--- src/rtl/pipe_stage_buf_pkg.sv ---
// Shared register-file constants and the occupancy encoding for the EX/MEM valid/ready buffer.
package pipe_stage_buf_pkg;

    localparam int unsigned RegAddrBus = 5;
    localparam int unsigned RegDataBus = 32;

    localparam int unsigned             NOPRegAddr   = 0;
    localparam logic [RegDataBus-1:0]   ZeroWord     = '0;
    localparam logic                    WriteDisable = 1'b0;
    localparam logic                    RstEnable    = 1'b1;

    // Occupancy doubles as the count output encoding.
    typedef enum logic [1:0] {
        OCC_EMPTY = 2'd0,
        OCC_ONE   = 2'd1,
        OCC_FULL  = 2'd2
    } occ_e;

endpackage

--- src/rtl/pipe_entry_reg.sv ---
// One valid+payload slot; clear and reset park the payload at the bubble values.
module pipe_entry_reg
    import pipe_stage_buf_pkg::*;
#(
    parameter int unsigned       DATA_W   = RegDataBus,
    parameter int unsigned       ADDR_W   = RegAddrBus,
    parameter logic [ADDR_W-1:0] NOP_ADDR = ADDR_W'(NOPRegAddr)
) (
    input  logic              clk,
    input  logic              rst,
    input  logic              clear,
    input  logic              load,
    input  logic [ADDR_W-1:0] d_addr,
    input  logic              d_enable,
    input  logic [DATA_W-1:0] d_data,
    output logic              valid,
    output logic [ADDR_W-1:0] addr,
    output logic              enable,
    output logic [DATA_W-1:0] data
);

    always_ff @(posedge clk) begin
        if (rst == RstEnable || clear) begin
            valid  <= 1'b0;
            addr   <= NOP_ADDR;
            enable <= WriteDisable;
            data   <= DATA_W'(ZeroWord);
        end else if (load) begin
            valid  <= 1'b1;
            addr   <= d_addr;
            enable <= d_enable;
            data   <= d_data;
        end
    end

endmodule

--- src/rtl/pipe_stage_buf.sv ---
// Two-entry skid buffer between EX and MEM; outputs come straight from the main slot,
// in_ready depends only on registered state.
module pipe_stage_buf
    import pipe_stage_buf_pkg::*;
#(
    parameter int unsigned       DATA_W   = RegDataBus,
    parameter int unsigned       ADDR_W   = RegAddrBus,
    parameter logic [ADDR_W-1:0] NOP_ADDR = ADDR_W'(NOPRegAddr)
) (
    input  logic              clk,
    input  logic              rst,
    input  logic              flush,
    input  logic              in_valid,
    output logic              in_ready,
    input  logic [ADDR_W-1:0] in_wreg_addr,
    input  logic              in_wreg_enable,
    input  logic [DATA_W-1:0] in_wdata,
    output logic              out_valid,
    input  logic              out_ready,
    output logic [ADDR_W-1:0] out_wreg_addr,
    output logic              out_wreg_enable,
    output logic [DATA_W-1:0] out_wdata,
    output logic [1:0]        count
);

    occ_e              occ_q;
    occ_e              occ_nxt;
    logic              in_ready_q;

    logic              main_valid;
    logic              skid_valid;
    logic [ADDR_W-1:0] skid_addr;
    logic              skid_enable;
    logic [DATA_W-1:0] skid_data;

    logic              accept;
    logic              pop;
    logic              main_load;
    logic              main_clear;
    logic              main_from_skid;
    logic              skid_load;
    logic              skid_clear;
    logic [ADDR_W-1:0] main_d_addr;
    logic              main_d_enable;
    logic [DATA_W-1:0] main_d_data;

    assign accept = in_valid && in_ready_q && !flush;
    assign pop    = main_valid && out_ready;

    assign main_d_addr   = main_from_skid ? skid_addr   : in_wreg_addr;
    assign main_d_enable = main_from_skid ? skid_enable : in_wreg_enable;
    assign main_d_data   = main_from_skid ? skid_data   : in_wdata;

    // Occupancy / in_ready register.
    always_ff @(posedge clk) begin
        if (rst == RstEnable) begin
            occ_q      <= OCC_EMPTY;
            in_ready_q <= 1'b1;
        end else begin
            occ_q      <= occ_nxt;
            in_ready_q <= (occ_nxt != OCC_FULL);
        end
    end

    // Slot steering; flush wins over accept and pop.
    always_comb begin
        main_load      = 1'b0;
        main_clear     = 1'b0;
        main_from_skid = 1'b0;
        skid_load      = 1'b0;
        skid_clear     = 1'b0;
        occ_nxt        = occ_q;
        if (flush) begin
            main_clear = 1'b1;
            skid_clear = 1'b1;
            occ_nxt    = OCC_EMPTY;
        end else if (!main_valid) begin
            if (accept) begin
                main_load = 1'b1;
                occ_nxt   = OCC_ONE;
            end
        end else if (pop) begin
            if (skid_valid) begin
                main_load      = 1'b1;
                main_from_skid = 1'b1;
                skid_clear     = 1'b1;
                occ_nxt        = OCC_ONE;
            end else if (accept) begin
                main_load = 1'b1;
                occ_nxt   = OCC_ONE;
            end else begin
                main_clear = 1'b1;
                occ_nxt    = OCC_EMPTY;
            end
        end else if (accept) begin
            skid_load = 1'b1;
            occ_nxt   = OCC_FULL;
        end
    end

    pipe_entry_reg #(
        .DATA_W   (DATA_W),
        .ADDR_W   (ADDR_W),
        .NOP_ADDR (NOP_ADDR)
    ) u_main (
        .clk      (clk),
        .rst      (rst),
        .clear    (main_clear),
        .load     (main_load),
        .d_addr   (main_d_addr),
        .d_enable (main_d_enable),
        .d_data   (main_d_data),
        .valid    (main_valid),
        .addr     (out_wreg_addr),
        .enable   (out_wreg_enable),
        .data     (out_wdata)
    );

    pipe_entry_reg #(
        .DATA_W   (DATA_W),
        .ADDR_W   (ADDR_W),
        .NOP_ADDR (NOP_ADDR)
    ) u_skid (
        .clk      (clk),
        .rst      (rst),
        .clear    (skid_clear),
        .load     (skid_load),
        .d_addr   (in_wreg_addr),
        .d_enable (in_wreg_enable),
        .d_data   (in_wdata),
        .valid    (skid_valid),
        .addr     (skid_addr),
        .enable   (skid_enable),
        .data     (skid_data)
    );

    assign out_valid = main_valid;
    assign in_ready  = in_ready_q;
    assign count     = 2'(occ_q);

endmodule

--- config.mk ---
export PLATFORM = sky130hd
export DESIGN_NAME = pipe_stage_buf
export DESIGN_NICKNAME = d
export VERILOG_FILES = /design/src/rtl/pipe_stage_buf_pkg.sv /design/src/rtl/pipe_entry_reg.sv /design/src/rtl/pipe_stage_buf.sv
export SDC_FILE = /design/constraint.sdc
export NUM_CORES = 1
export LEC_CHECK = 0
export BUFFER_PORTS_ARGS = -buffer_cell sky130_fd_sc_hd__buf_2
export CELL_PAD_IN_SITES_DETAIL_PLACEMENT = 1
export CELL_PAD_IN_SITES_GLOBAL_PLACEMENT = 1
export CORE_MARGIN = 2
export CORE_UTILIZATION = 43
export DETAILED_ROUTE_END_ITERATION = 16
export PLACE_DENSITY = 0.92
export SYNTH_ARGS = -nofsm -noshare
export SYNTH_HDL_FRONTEND = slang
export SYNTH_SLANG_ARGS = --single-unit
--- constraint.sdc ---
create_clock -name clk -period 2.9 [get_ports clk]
set_clock_uncertainty 0.05 [all_clocks]
set_input_delay 0.435 -clock clk [delete_from_list [all_inputs] [get_ports clk]]
set_output_delay 0.435 -clock clk [all_outputs]
set_load 0.05 [all_outputs]
==> out/qor.csv <==
metric,value,unit
rsz0062_at_grt,no,
grt_max_degree,44,
rows,33,
clk_pin_slew,0.09,ns
hold_buffers,0,
synthCells,382,
dp_hpwl,6.94,mm
rr_worst_depth,3,
drt_iter0_drc,137,
ys_ff_latch,81,
synth_warnings,0,
final_nets,486,
drc_errors,0,
die_width,95.1,um
netlist.area_leader.share,45.4,%
io_pins,85,
path_class,flop to flop,
setup_violations,0,
dp_cells,537,
p_leak,1.80,nW
setup_ws,0.885,ns
r2r-start,u_main.valid$_SDFFE_PP0P_,
cts-htree-levels,3,
hold_slack,0.232,ns
die_h,95.1,um
worstPathRequired,3.07,ns
cp_data_arrival_time,2.18,ns
syn_area,3570,sq um
hold_depth,2,
dr.pass1.iters,4,
fin_crit_sh,69.5,%
antenna_found_initial,0,
finalNonFillerCells,553,
crit_fanout,39,
critPathMaxStageDelay,0.59,ns
root_buffer,clkbuf_8,
yosys.area.top_type,dfxtp_1,
powerDensity,564,nW/um^2
ant_nets,0,
initial_core_util,43.9,%
synthFlopType,dfxtp_1,
status,finished clean,
final_layout_size_suffix_gt1_share,26.6,%
clockBufferDepth,2,
post_drt_wl_per_cell,19.5,um
port_buffers,84,
cp_cell_sequence,"a22o_4, and3_4, a211oi_1",
dr_total_vias,3327,
slew_headroom,51.7,%
worst_pin_slew,0.723,ns
vias_per_cell,6.02,
core-area,8130,sq um
async_flop_share,0,%
startpoint,u_main.valid$_SDFFE_PP0P_,
pre_cts_ws,0.892,ns
holdCritStartpoint,rst,
synth_edf_count,0,
post-cts-setup-buffers,0,
final_cell_mix,"buf_2, dfxtp_1, a21oi_1",
grt_pass1_vias,3483,
final_common_cell,buf_2,
cts_tree,built,
drv_slew,0,
cts_resized,0,
critPathLaunchType,flop,
finalHoldViolations,0,
cts_sinks,81,
hold_class,primary input to flop,
wl,10.8,mm
syn_avg_cell_area,9.34,sq um
seq_area,1620,sq um
die-area,9050,sq um
fin_crit,2.01,ns
gp_congestion,0.720,
diodes,0,
maxCapViolations,0,
ff2ff_setup_slack,0.89,ns
cts_made_buffers,9,
r2r_end,u_main.data[19]$_SDFFE_PP0P_,
worstSkewPairLatency,0.35,ns
yosysSeqAreaShare,45.4,%
track_usage,24.6,%
synthTopCellsByArea,"dfxtp_1, mux2i_1, a211oi_1, a31oi_1, a21oi_1",
tns,0,ns
syn_nets,425,
synth_cell_types,28,
area_delta_synth_final,16.8,%
critPathSlowestCell,dfxtp_1,
whs_endpoint,u_main.valid$_SDFFE_PP0P_,
grt_pass1_wl,17.1,mm
overflow,0,
endpoint_kind,flop,
nFillCells,990,
multiInputGateArea,1680,sq um
vdd_drop_max,0.268,mV
fmax,496,MHz
## per-layer routing
layer	GRT usage, %	up-vias	part of all wire (%)
met5	0	-	0
met4	10.4	0	1.4
li1	-	1571	-
met3	4.82	11	4.9
met2	44.4	86	52
met1	28.1	1659	42
## synthesized netlist by cell type, types with 3 or more instances
| cell | count |
|---|---|
| nand3_1 | 39 |
| o21ai_0 | 38 |
| dfxtp_1 | 81 |
| mux2i_1 | 38 |
| a211oi_1 | 39 |
| buf_2 | 12 |
| buf_6 | 10 |
| buf_4 | 3 |
| a21oi_1 | 41 |
| clkbuf_1 | 20 |
| a31oi_1 | 38 |
| nor3_1 | 3 |
## kinds of logic after synthesis
kind of cell           after synthesis  share of synthesized area (%)
flip-flops                          81                           45.4
AO/OA/AOI/OAI                      161                           27.9
AND/OR/NAND/NOR                     54                           8.10
buffers and inverters               48                           7.89
multiplexers                        38                           10.7
## power by group
part | internal, mW | switching, mW | leakage, nW
logic | 0.0824 | 0.209 | 1.03
clock network | 0.490 | 0.425 | 0.111
registers | 1.13 | 0.0139 | 0.656
## how the worst max path moves through the flow
| stage | to |
|---|---|
| after floorplan | u_main.data[4]$_SDFFE_PP0P_ |
| after global placement | u_main.data[29]$_SDFFE_PP0P_ |
| after detailed placement | u_main.data[9]$_SDFFE_PP0P_ |
| after CTS | u_main.addr[0]$_SDFFE_PP0P_ |
| after global routing | u_main.data[10]$_SDFFE_PP0P_ |
| final | u_main.data[19]$_SDFFE_PP0P_ |
## metrics by stage
| step | util (%) | total power, mW | cell area, sq um |
|---|---|---|---|
| floorplan | - | 1.37 | 3570 |
| global placement | 48.5 | 1.45 | 3950 |
| detailed placement | 48.5 | 1.46 | 3950 |
| CTS | 51.2 | 2.37 | 4170 |
| global route | 51.2 | 2.44 | 4170 |
| finish | 51.2 | 2.35 | 4170 |
## area by class of cell
| cell class | instances | share of cell area [%] |
|---|---|---|
| Clock inverter | 6 | 2.19 |
| Inverter | 2 | 0.180 |
| Tap cell | 105 | 3.15 |
| Clock buffer | 10 | 3.06 |
| Multi-Input combinational cell | 253 | 40.3 |
| Timing Repair Buffer | 96 | 12.2 |
| Sequential cell | 81 | 38.9 |
## critical path, delay by kind of cell (launching register included)
family	cells	cell delay, ns
AND/OR/NAND/NOR	1	0.57
AO/OA/AOI/OAI	2	0.66
flip-flops	1	0.59
## state kept, by name (all words and copies together), names as in the netlist
register       count
in_ready           1
u_main.addr        5
u_main.enable      1
u_skid.enable      1
u_main.data       32
u_skid.data       32
u_main.valid       1
u_skid.valid       1
u_skid.addr        5
count              2
Note: power is estimated with default switching activity, not from simulation.
